<file path="config.mk">
export PLATFORM = sky130hd
export DESIGN_NAME = fb_port_arbiter
export DESIGN_NICKNAME = d
export VERILOG_FILES = /design/src/rtl/fb_port_arbiter.sv
export SDC_FILE = /design/constraint.sdc
export NUM_CORES = 1
export LEC_CHECK = 0
export CORE_ASPECT_RATIO = 1.4
export CORE_MARGIN = 3
export CORE_UTILIZATION = 57
export CTS_CLUSTER_DIAMETER = 150
export DETAILED_ROUTE_END_ITERATION = 12
export GPL_ROUTABILITY_DRIVEN = 0
export PLACE_DENSITY_LB_ADDON = 0.15
export SYNTH_ARGS = -nofsm -noshare
export SYNTH_HDL_FRONTEND = slang
export SYNTH_SLANG_ARGS = --single-unit
</file>
<file path="constraint.sdc">
create_clock -name clk -period 4.4 [get_ports clk]
set_clock_uncertainty 0.15 [all_clocks]
set_input_delay 0.88 -clock clk [delete_from_list [all_inputs] [get_ports clk]]
set_output_delay 0.88 -clock clk [all_outputs]
set_load 0.03 [all_outputs]
</file>
<file path="src/rtl/fb_port_arbiter.sv">
// Single-port frame buffer arbiter: display reads always win; buffered pixel writes and
// the screen-clear engine share whatever cycles the display leaves idle.
module fb_port_arbiter #(
    parameter int FB_WORDS   = 76800,
    parameter int ADDR_W     = 17,
    parameter int FIFO_DEPTH = 4
) (
    input  logic              clk,
    input  logic              reset_n,
    input  logic              disp_req,
    input  logic [ADDR_W-1:0] disp_addr,
    output logic [11:0]       disp_rdata,
    input  logic              wr_valid,
    output logic              wr_ready,
    input  logic [ADDR_W-1:0] wr_addr,
    input  logic [11:0]       wr_data,
    input  logic              clr_start,
    input  logic [11:0]       clr_color,
    output logic              clr_busy,
    output logic              clr_done,
    output logic              oob_err,
    output logic [ADDR_W-1:0] mem_addr,
    output logic              mem_we,
    output logic [11:0]       mem_wdata,
    input  logic [11:0]       mem_rdata
);

    localparam int PTR_W = $clog2(FIFO_DEPTH);
    localparam int CNT_W = PTR_W + 1;
    localparam logic [ADDR_W-1:0] LAST_ADDR = ADDR_W'(FB_WORDS - 1);
    localparam logic [ADDR_W-1:0] FB_LIMIT  = ADDR_W'(FB_WORDS);
    localparam logic [CNT_W-1:0]  DEPTH_C   = CNT_W'(FIFO_DEPTH);

    typedef enum logic [1:0] {
        ST_IDLE  = 2'd0,
        ST_DRAIN = 2'd1,
        ST_FILL  = 2'd2
    } state_t;

    state_t            state, state_nxt;
    logic [ADDR_W-1:0] fifo_addr [FIFO_DEPTH];
    logic [11:0]       fifo_data [FIFO_DEPTH];
    logic [PTR_W-1:0]  wr_ptr, rd_ptr;
    logic [CNT_W-1:0]  count;
    logic [ADDR_W-1:0] clr_cnt, clr_cnt_nxt;
    logic [11:0]       clr_color_q, clr_color_nxt;
    logic              clr_done_nxt;
    logic              push, pop, fill_we, fifo_empty, head_oob;

    assign fifo_empty = (count == '0);
    assign head_oob   = (fifo_addr[rd_ptr] >= FB_LIMIT);
    assign wr_ready   = reset_n && (count < DEPTH_C) && (state == ST_IDLE);
    assign push       = wr_valid && wr_ready;
    assign clr_busy   = (state != ST_IDLE);
    assign disp_rdata = mem_rdata;

    // Port grant: display, then queued writes, then clear fill
    always_comb begin
        mem_addr  = disp_addr;
        mem_we    = 1'b0;
        mem_wdata = fifo_data[rd_ptr];
        pop       = 1'b0;
        fill_we   = 1'b0;
        if (disp_req) begin
            mem_addr = disp_addr;
        end else if ((state == ST_IDLE || state == ST_DRAIN) && !fifo_empty) begin
            pop       = 1'b1;
            mem_addr  = fifo_addr[rd_ptr];
            mem_wdata = fifo_data[rd_ptr];
            mem_we    = !head_oob;
        end else if (state == ST_FILL) begin
            fill_we   = 1'b1;
            mem_addr  = clr_cnt;
            mem_wdata = clr_color_q;
            mem_we    = 1'b1;
        end
    end

    always_comb begin
        state_nxt     = state;
        clr_cnt_nxt   = clr_cnt;
        clr_color_nxt = clr_color_q;
        clr_done_nxt  = 1'b0;
        case (state)
            ST_IDLE: begin
                if (clr_start) begin
                    clr_color_nxt = clr_color;
                    clr_cnt_nxt   = '0;
                    state_nxt     = fifo_empty ? ST_FILL : ST_DRAIN;
                end
            end
            ST_DRAIN: begin
                if (fifo_empty) begin
                    clr_cnt_nxt = '0;
                    state_nxt   = ST_FILL;
                end
            end
            ST_FILL: begin
                if (fill_we) begin
                    if (clr_cnt == LAST_ADDR) begin
                        clr_cnt_nxt  = '0;
                        state_nxt    = ST_IDLE;
                        clr_done_nxt = 1'b1;
                    end else begin
                        clr_cnt_nxt = clr_cnt + 1'b1;
                    end
                end
            end
            default: state_nxt = ST_IDLE;
        endcase
    end

    // Control state: FSM, clear counter, FIFO pointers and flags
    always_ff @(posedge clk or negedge reset_n) begin
        if (!reset_n) begin
            state       <= ST_IDLE;
            clr_cnt     <= '0;
            clr_color_q <= '0;
            clr_done    <= 1'b0;
            oob_err     <= 1'b0;
            wr_ptr      <= '0;
            rd_ptr      <= '0;
            count       <= '0;
        end else begin
            state       <= state_nxt;
            clr_cnt     <= clr_cnt_nxt;
            clr_color_q <= clr_color_nxt;
            clr_done    <= clr_done_nxt;
            if (pop && head_oob)
                oob_err <= 1'b1;
            if (push)
                wr_ptr <= wr_ptr + 1'b1;
            if (pop)
                rd_ptr <= rd_ptr + 1'b1;
            case ({push, pop})
                2'b10:   count <= count + 1'b1;
                2'b01:   count <= count - 1'b1;
                default: count <= count;
            endcase
        end
    end

    // Write FIFO storage is data only and needs no reset
    always_ff @(posedge clk) begin
        if (push) begin
            fifo_addr[wr_ptr] <= wr_addr;
            fifo_data[wr_ptr] <= wr_data;
        end
    end

endmodule

</file>
==> results.py, run 1 <==
metrics = {
    "outcome": {
        "outcome": "finished clean",
    },
    "timing": {
        "fmaxAchievable_ghz": 0.2505,
        "fin_crit_sh": 0.9072,
        "finalHoldViolations": 0,
        "min_period_ns": 3.991,
        "slew_violations": 0,
        "fin_tns_setup_ns": 0,
        "tightest_slew_ns": 0.6538,
        "rsz0062_at_grt": "false",
        "setup_violations": 0,
        "relSlewSlack": 0.5618,
    },
    "setup_path": {
        "r2r_cells": 10,
        "worstSetupStartpointType": "flop",
        "reg2reg_slack_ns": 1.64,
        "crit_path_end_kind": "output pin",
        "critPathTopFamily": "buffers and inverters",
        "path_cells": "mux4_2 -> a211oi_1 -> nand2_1 -> a31oi_1 -> clkdlybuf4s50_1",
        "cpMaxStageDelayCell": "clkdlybuf4s50_1",
        "crit_fanout": 14,
        "worstPathArrival_ns": 2.96,
        "worstPathRequired_ns": 3.37,
        "slowest_delay_ns": 0.69,
        "regToRegStartpoint": "state[1]$_DFFE_PN0P_",
        "setup.worst_path.class": "reg2out",
        "r2r_end": "count[2]$_DFFE_PN0P_",
        "crit_buf_inv": 1,
    },
    "global_route": {
        "grt_pass1_vias": 4430,
        "overflow": 0,
        "grt_use_total": 0.2346,
        "antenna_found_initial": 0,
        "grt_pass1_wl_um": 23670,
        "grt_max_degree": 41,
    },
    "floorplanning": {
        "fp.coreArea_um2": 11450,
        "die_h_um": 134.7,
        "io_pins": 121,
        "die_area_um2": 13180,
        "start_util": 0.5884,
        "die_w_um": 97.90,
        "placement_rows": 46,
    },
    "clocking": {
        "tritoncts": "done",
        "cts.clk_slew.worst_paths_ns": 0.07,
        "worstSkewPairLatency_ns": 0.41,
        "cts-root-buf": "clkbuf_16",
        "cts_buffer_depth": 2,
        "cts_made_buffers": 17,
        "htreeDepth": 4,
        "post_cts_buffers": 0,
        "ctsResizeCount": 0,
        "postCtsHoldBufs": 0,
        "cts_sinks": 156,
    },
    "yosys": {
        "synth_nets": 544,
        "synth_top_area_frac": 0.5169,
        "synth_top_family_by_area": "multiplexers",
        "synth-seq-cells": 156,
        "ys_warn_count": 0,
        "synth_edf_count": 116,
        "ys_seq_area_frac": 0.6654,
        "synth_compound_area_frac": 0.05421,
        "synthTopCellsByCount": "116 x edfxtp_1, 52 x nand2_1, 42 x nor2_1",
        "synth-simple-area-share": 0.09933,
        "ys_types": 49,
        "netlist.top_cell.by_area": "edfxtp_1",
        "synthCells": 462,
        "synth_xor_area_frac": 0.007798,
        "ys_async_sr_fraction": 0.2564,
        "synthFlopType": "edfxtp_1",
        "ys_top_cells_by_area": "edfxtp_1 52%, dfrtp_1 15%, mux4_2 9.7%",
        "netlist_area_um2": 6739,
        "synthAdderAreaFrac": 0.01411,
        "synth.most_common_cell": "edfxtp_1",
        "synth.area.mux_share": 0.1214,
        "avgSynthCellArea_um2": 14.59,
    },
    "power": {
        "pwr_density_cell_nw_per_um2": 609.7,
        "p_leak_nw": 3.081,
        "ir_worst_vdd_mv": 0.4041,
    },
    "finish": {
        "syn_to_final_growth_pct": 24.08,
        "fin_nets": 640,
        "stdcell_count": 715,
        "antenna_cells": 0,
        "drive_gt1_frac": 0.1909,
    },
    "route": {
        "detail_route.wirelength_um": 14700,
        "drt-pass1-iter-count": 5,
        "drc": 0,
        "num_vias": 4244,
        "ant_nets": 0,
        "via_per_inst": 5.936,
        "drtIter0Drc": 270,
        "avgRoutedWirePerCell_um": 20.55,
    },
    "worst_hold_path": {
        "hold_end": "oob_err$_DFFE_PN0P_",
        "holdPathStages": 1,
        "hp-class": "reg2reg",
        "hp-start": "oob_err$_DFFE_PN0P_",
    },
    "job": {
        "drv_cap": 0,
    },
    "placed_design": {
        "place_hpwl_um": 9167,
        "dpl.cell_count": 683,
        "io_buffers": 96,
    },
}
==> sequential cells by signal, summed over array words and instances, names as in the netlist <==
register     flops
count            3
clr_done         1
rd_ptr           2
clr_color_q     12
clr_cnt         17
state            2
fifo_data       48
fifo_addr       68
wr_ptr           2
oob_err          1
==> cell type report <==
| class | count | area (µm²) |
|---|---|---|
| sequential | 156 | 4486 |
| fill | 731 | 3092 |
| multi-input combinational | 260 | 2001 |
| timing repair buffer | 109 | 1013 |
| clock buffer | 17 | 425.4 |
| clock inverter | 15 | 203.9 |
| tap | 144 | 180.2 |
| inverter | 14 | 52.55 |
==> power breakdown <==
part	switching [W]	internal (W)
clock network	0.000615	0.000917
logic	0.000929	0.000777
registers	0.000133	0.00173
total	0.00168	0.00342
==> per-stage QoR <==
step	hold WS [ns]	utilization	power (W)	setup slack [ns]	area, µm²
after floorplan	0.3230	-	0.003034	1.165	6739
after global placement	0.2921	0.6751	0.003556	0.5422	7732
after detailed placement	0.3232	0.6751	0.003588	0.4961	7732
after CTS	0.3398	0.7301	0.005143	0.3664	8362
after global routing	0.3544	0.7301	0.005327	0.2469	8362
final	0.3399	0.7301	0.005098	0.4085	8362
==> how the worst max path moves through the flow <==
stage | startpoint | endpoint | cells past startpoint
final | rd_ptr[0]$_DFFE_PN0P_ | mem_we | 5
after global routing | rd_ptr[0]$_DFFE_PN0P_ | mem_we | 5
after CTS | rd_ptr[0]$_DFFE_PN0P_ | mem_we | 5
after detailed placement | disp_req | mem_addr[16] | 6
after global placement | disp_req | mem_addr[16] | 6
after floorplan | reset_n | fifo_addr[0][0]$_DFFE_PP_ | 2
==> logic make-up (layout without fill, tap and decap cells) <==
logic type / Yosys count / in the layout
AOI/OAI and AO/OA: 58 / 58
adders and majority gates: 7 / 7
xor gates and xnor gates: 6 / 6
muxes: 44 / 44
DFF: 156 / 156
and+or+nand+nor: 145 / 145
buffers and inverters: 46 / 155
==> cell usage in the layout (no fill, tap or decap), types with 9 or more instances in the layout <==
cell / n
edfxtp_1: 116
buf_4: 29
inv_1: 14
dfrtp_1: 39
clkdlybuf4s50_1: 79
o22ai_1: 16
nand2_1: 52
o21ai_0: 15
a21oi_1: 9
nor2_1: 42
mux4_2: 29
mux2_2: 12
nand3_1: 13
and3_1: 10
clkbuf_16: 17
==> metal layers <==
metal  share of wire  up-vias  GRT usage  wire, µm
met5               0        -          0         0
met4           0.017        0    0.07313       245
met3           0.067       21    0.05788       986
met2            0.54      180     0.4189      7996
met1            0.37     2117     0.2805      5467
li1                -     1926          -         -
Power figures use the tool's default switching activity.
==> inputs of run 2 (changes only) <==
- CORE_ASPECT_RATIO: 1.4 -> default
==> run 2 against run 1 <==
Via count down 1.9%. Power down 1.5%. Clock power down 6%. Sequential power about the same. Worst setup slack worse by 0.060 ns. Largest cell class unchanged. Combinational power about the same. Largest power group unchanged.
==> results.py, run 2 (same netlist as run 1, synthesis figures left out) <==
metrics = {
    "outcome": {
        "outcome": "finished clean",
    },
    "power": {
        "p_total_w": 0.005023,
        "pwr_density_cell_nw_per_um2": 603.3,
        "ir_worst_vdd_mv": 0.5257,
        "p_leak_nw": 3.062,
    },
    "worst_hold_path": {
        "hp-class": "reg2reg",
        "holdPathStages": 1,
        "hp-start": "oob_err$_DFFE_PN0P_",
        "hold_end": "oob_err$_DFFE_PN0P_",
    },
    "setup_path": {
        "reg2reg_slack_ns": 1.34,
        "cpMaxStageDelayCell": "clkdlybuf4s50_1",
        "path_cells": "buf_4 -> mux4_2 -> nand3_1 -> nand2_1 -> a31oi_1 -> clkdlybuf4s50_1",
        "critPathTopFamily": "buffers and inverters",
        "regToRegStartpoint": "state[1]$_DFFE_PN0P_",
        "crit_buf_inv": 2,
        "crit_path_end_kind": "output pin",
        "worstSetupStartpointType": "flop",
        "worstPathArrival_ns": 3.02,
        "r2r_end": "count[2]$_DFFE_PN0P_",
        "crit_fanout": 14,
        "worstPathRequired_ns": 3.37,
        "setup.worst_path.class": "reg2out",
        "slowest_delay_ns": 0.70,
        "r2r_cells": 10,
    },
    "timing": {
        "fin_tns_setup_ns": 0,
        "finalHoldViolations": 0,
        "tightest_slew_ns": 0.9722,
        "setup_violations": 0,
        "fmaxAchievable_ghz": 0.2468,
        "min_period_ns": 4.051,
        "fin_crit_sh": 0.9207,
        "relSlewSlack": 0.3495,
        "rsz0062_at_grt": "false",
        "setup_slack_ns": 0.3488,
        "slew_violations": 0,
    },
    "clocking": {
        "cts_made_buffers": 17,
        "postCtsHoldBufs": 0,
        "ctsResizeCount": 0,
        "cts-root-buf": "clkbuf_16",
        "tritoncts": "done",
        "post_cts_buffers": 0,
        "cts.clk_slew.worst_paths_ns": 0.06,
        "cts_sinks": 156,
        "cts_buffer_depth": 2,
        "htreeDepth": 4,
        "worstSkewPairLatency_ns": 0.41,
    },
    "finish": {
        "antenna_cells": 0,
        "largest-register": "fifo_addr",
        "top_regs": "fifo_addr x68, fifo_data x48, clr_cnt x17",
        "final_common_cell": "edfxtp_1",
        "finalInstanceArea_um2": 8325,
        "largest_register_ffs": 68,
        "drive_gt1_frac": 0.1871,
        "final_cell_mix": "116 x edfxtp_1, 79 x clkdlybuf4s50_1, 52 x nand2_1",
        "syn_to_final_growth_pct": 23.54,
        "final_util": 0.7260,
        "fin_nets": 641,
    },
    "global_route": {
        "grt_pass1_vias": 4205,
        "met1_usage": 0.3162,
        "grtUsageMet2": 0.3620,
        "busiest_layer": "met2",
        "grt_util_met3": 0.05421,
        "grt_max_degree": 41,
        "grt_use_total": 0.2279,
        "overflow": 0,
        "grt_pass1_wl_um": 22480,
        "antenna_found_initial": 0,
    },
    "placed_design": {
        "place_hpwl_um": 9672,
        "io_buffers": 96,
        "dpl_worst_slack_ns": 0.5224,
        "place_area_um2": 7739,
    },
    "floorplanning": {
        "start_util": 0.5877,
        "fp.coreArea_um2": 11470,
        "die_area_um2": 13160,
        "die_w_um": 114.7,
        "die_h_um": 114.7,
        "io_pins": 121,
        "placement_rows": 39,
    },
    "route": {
        "detail_route.wirelength_um": 14360,
        "drtIter0Drc": 434,
        "avgRoutedWirePerCell_um": 20.08,
        "via_per_inst": 5.825,
        "drt-pass1-iter-count": 5,
        "num_vias": 4165,
        "drc": 0,
        "ant_nets": 0,
    },
    "job": {
        "drv_cap": 0,
    },
}
-- run 2: how the worst max path moves through the flow --
stage | from | to | slack (ns) | cells after the start
6_report | rd_ptr[0]$_DFFE_PN0P_ | mem_we | 0.35 | 6
5_1_grt | rd_ptr[0]$_DFFE_PN0P_ | mem_we | 0.20 | 6
4_1_cts | rd_ptr[0]$_DFFE_PN0P_ | mem_we | 0.31 | 6
3_5_place_dp | disp_req | mem_addr[14] | 0.52 | 7
3_3_place_gp | disp_req | mem_addr[16] | 0.58 | 6
2_1_floorplan | reset_n | fifo_addr[0][0]$_DFFE_PP_ | 1.17 | 2
-- run 2: metrics by stage --
stage / cells / hold slack [ns]
2_1_floorplan: 462 / 0.3230
3_3_place_gp: 683 / 0.2969
3_5_place_dp: 683 / 0.3082
4_1_cts: 715 / 0.3197
5_1_grt: 715 / 0.3505
6_report: 715 / 0.3163
-- run 2: layout make-up --
cell class / instances / area (µm²)
clock buffer: 18 / 429.2
clock inverter: 14 / 157.7
fill: 738 / 3142
inverter: 14 / 52.55
multi-input combinational: 260 / 2001
sequential: 156 / 4486
tap: 143 / 178.9
timing repair buffer: 110 / 1021
-- run 2: report_power, final --
group | switching, W | total (W) | internal [W]
combinational | 0.000929 | 0.00171 | 0.000786
clock | 0.000589 | 0.00144 | 0.000848
sequential | 0.000143 | 0.00187 | 0.00173
-- run 2: layer usage --
| layer | up-vias | wire, µm |
|---|---|---|
| met1 | 2062 | 6060 |
| met3 | 17 | 914 |
| met4 | 0 | 199 |
| li1 | 1930 | - |
| met2 | 156 | 7180 |
| met5 | - | 0 |
==> inputs of run 3 (changes only) <==
- clock period: 4.4 -> 5.1 ns (I/O delays scaled with it)
==> run 3 against run 2 <==
Sequential power fell by 14%. Clock power fell by 12%. Cell area rose by 0.50%. Register-to-register slack improved by 0.89 ns. Sequential share of layout area fell by 0.27 points. Global-route usage rose by 1.3 points. Hold slack improved by 0.014 ns. Cell count fell by 0.42%. Non-clock buffer count fell by 3. First-iteration DRC count fell by 19%. Count of clock-buffer cells in the layout rose by 2. Critical path depth did not move. Critical endpoint is now mem_addr[14]. Largest cell class unchanged.
==> results.py, run 3 (same netlist as run 1, synthesis figures left out) <==
metrics = {
    "outcome": {
        "outcome": "finished clean",
    },
    "route": {
        "ant_nets": 0,
        "drc": 0,
        "avgRoutedWirePerCell_um": 20.86,
        "drt-pass1-iter-count": 4,
        "num_vias": 4244,
        "drtIter0Drc": 351,
        "detail_route.wirelength_um": 14850,
        "via_per_inst": 5.961,
    },
    "clocking": {
        "tritoncts": "done",
        "worstSkewPairLatency_ns": 0.42,
        "post_cts_buffers": 0,
        "cts_sinks": 156,
        "cts_made_buffers": 17,
        "postCtsHoldBufs": 0,
        "cts_buffer_depth": 2,
        "cts.clk_slew.worst_paths_ns": 0.06,
        "cts-root-buf": "clkbuf_16",
        "ctsResizeCount": 0,
        "htreeDepth": 4,
    },
    "power": {
        "power_switching_w": 0.001429,
        "combPwrFrac": 0.346,
        "p_leak_nw": 3.042,
        "swShare": 0.3252,
        "p_int_w": 0.002965,
        "pwr_density_cell_nw_per_um2": 525.1,
        "clkPwrFrac": 0.289,
        "ir_worst_vdd_mv": 0.3877,
        "power.share.sequential": 0.365,
    },
    "timing": {
        "fin_tns_setup_ns": 0,
        "min_period_ns": 4.482,
        "setup_slack_ns": 0.6183,
        "relSlewSlack": 0.3044,
        "setup_violations": 0,
        "slew_violations": 0,
        "tightest_slew_ns": 1.040,
        "finalHoldViolations": 0,
        "fin_crit_sh": 0.8788,
        "fmaxAchievable_ghz": 0.2231,
        "rsz0062_at_grt": "false",
    },
    "global_route": {
        "overflow": 0,
        "grt_use_total": 0.2409,
        "met1_usage": 0.3332,
        "grtUsageMet2": 0.3780,
        "grt_pass1_wl_um": 23610,
        "antenna_found_initial": 0,
        "grt_pass1_vias": 4423,
        "busiest_layer": "met2",
        "grt_max_degree": 41,
        "grt_util_met3": 0.06579,
    },
    "floorplanning": {
        "placement_rows": 39,
        "die_area_um2": 13160,
        "start_util": 0.5877,
        "io_pins": 121,
        "fp.coreArea_um2": 11470,
        "die_h_um": 114.7,
        "die_w_um": 114.7,
    },
    "finish": {
        "largest-register": "fifo_addr",
        "antenna_cells": 0,
        "syn_to_final_growth_pct": 24.16,
        "top_regs": "fifo_addr x68, fifo_data x48, clr_cnt x17",
        "fin_nets": 638,
        "final_common_cell": "edfxtp_1",
        "fillers": 724,
        "largest_register_ffs": 68,
        "drive_gt1_frac": 0.1529,
        "final_cell_mix": "116 x edfxtp_1, 95 x clkdlybuf4s50_1, 52 x nand2_1",
    },
    "setup_path": {
        "cp-startpoint": "disp_req",
        "regToRegStartpoint": "state[1]$_DFFE_PN0P_",
        "setup.worst_path.class": "in2out",
        "crit_top_cell": "clkdlybuf4s50_1",
        "worstSetupStartpointType": "primary input",
        "worstPathArrival_ns": 3.31,
        "slowest_delay_ns": 0.68,
        "worstPathRequired_ns": 3.93,
        "crit_fanout": 31,
        "cpMaxStageDelayCell": "clkdlybuf4s50_1",
        "path_cells": "clkdlybuf4s50_1 -> or2_4 -> nand2_1 -> o22ai_1 -> nor2_1 -> clkdlybuf4s50_1",
        "crit_path_end_kind": "output pin",
    },
    "placed_design": {
        "io_buffers": 96,
        "place_hpwl_um": 9677,
        "dpl_worst_slack_ns": 0.6233,
    },
    "job": {
        "drv_cap": 0,
    },
    "worst_hold_path": {
        "hp-class": "reg2reg",
        "hp-start": "oob_err$_DFFE_PN0P_",
    },
}
run 3: cell types whose count changed in the layout (fill, tap and decap cells not counted), sizes merged:
cell,delta
buf,-19
clkdlybuf4s50,+16
clkbuf,+2
inv,-2
bufinv,+1
clkinv,-1
run 3: per-layer routing:
| layer | vias to the layer above | share of wire |
|---|---|---|
| met5 | - | 0 |
| met2 | 142 | 0.49 |
| met3 | 17 | 0.067 |
| met1 | 2162 | 0.43 |
| li1 | 1923 | - |
| met4 | 0 | 0.010 |
run 3: path summary, 6_finish.rpt:
path	slack, ns	to	depth (start not counted)
max reg2reg	2.23	count[2]$_DFFE_PN0P_	10
min	0.33	oob_err$_DFFE_PN0P_	1
max in group asynchronous	3.86	rd_ptr[0]$_DFFE_PN0P_	2
min reg2reg	0.33	oob_err$_DFFE_PN0P_	1
max	0.62	mem_addr[14]	6
min in group asynchronous	0.53	wr_ptr[1]$_DFFE_PN0P_	2
run 3: through the flow:
step                      total power, W  cell area, µm²  std cells  hold WS (ns)    util
final                           0.004394            8367        712        0.3304  0.7296
after global placement          0.003125            7769        680        0.2948  0.6775
after floorplan                 0.002618            6739        462        0.3230       -
after detailed placement        0.003148            7769        680        0.3163  0.6775
after CTS                       0.004427            8367        712        0.3304  0.7296
after global routing            0.004590            8367        712        0.3740  0.7296
run 3: final cells by class:
class | count | area, µm² | area share
tap | 143 | 178.9 | 0.02138
clock buffer | 20 | 436.7 | 0.05219
inverter | 14 | 52.55 | 0.006281
clock inverter | 12 | 161.4 | 0.01929
multi-input combinational | 260 | 2001 | 0.2391
sequential | 156 | 4486 | 0.5361
timing repair buffer | 107 | 1051 | 0.1256
run 3: power by group through the flow:
stage / logic, W / clock network [W] / registers, W
after floorplan: 0.00105 / 0 / 0.00157
after CTS: 0.00153 / 0.00129 / 0.00161
after detailed placement: 0.00152 / 0 / 0.00163
final: 0.00152 / 0.00127 / 0.00161
after global placement: 0.00150 / 0 / 0.00163
after global routing: 0.00162 / 0.00134 / 0.00163
run 3: critical path, delay by kind of cell:
kind,cells,cell delay (ns)
and+or+nand+nor,3,0.98
AOI/OAI and AO/OA,1,0.14
buffers and inverters,2,1.16
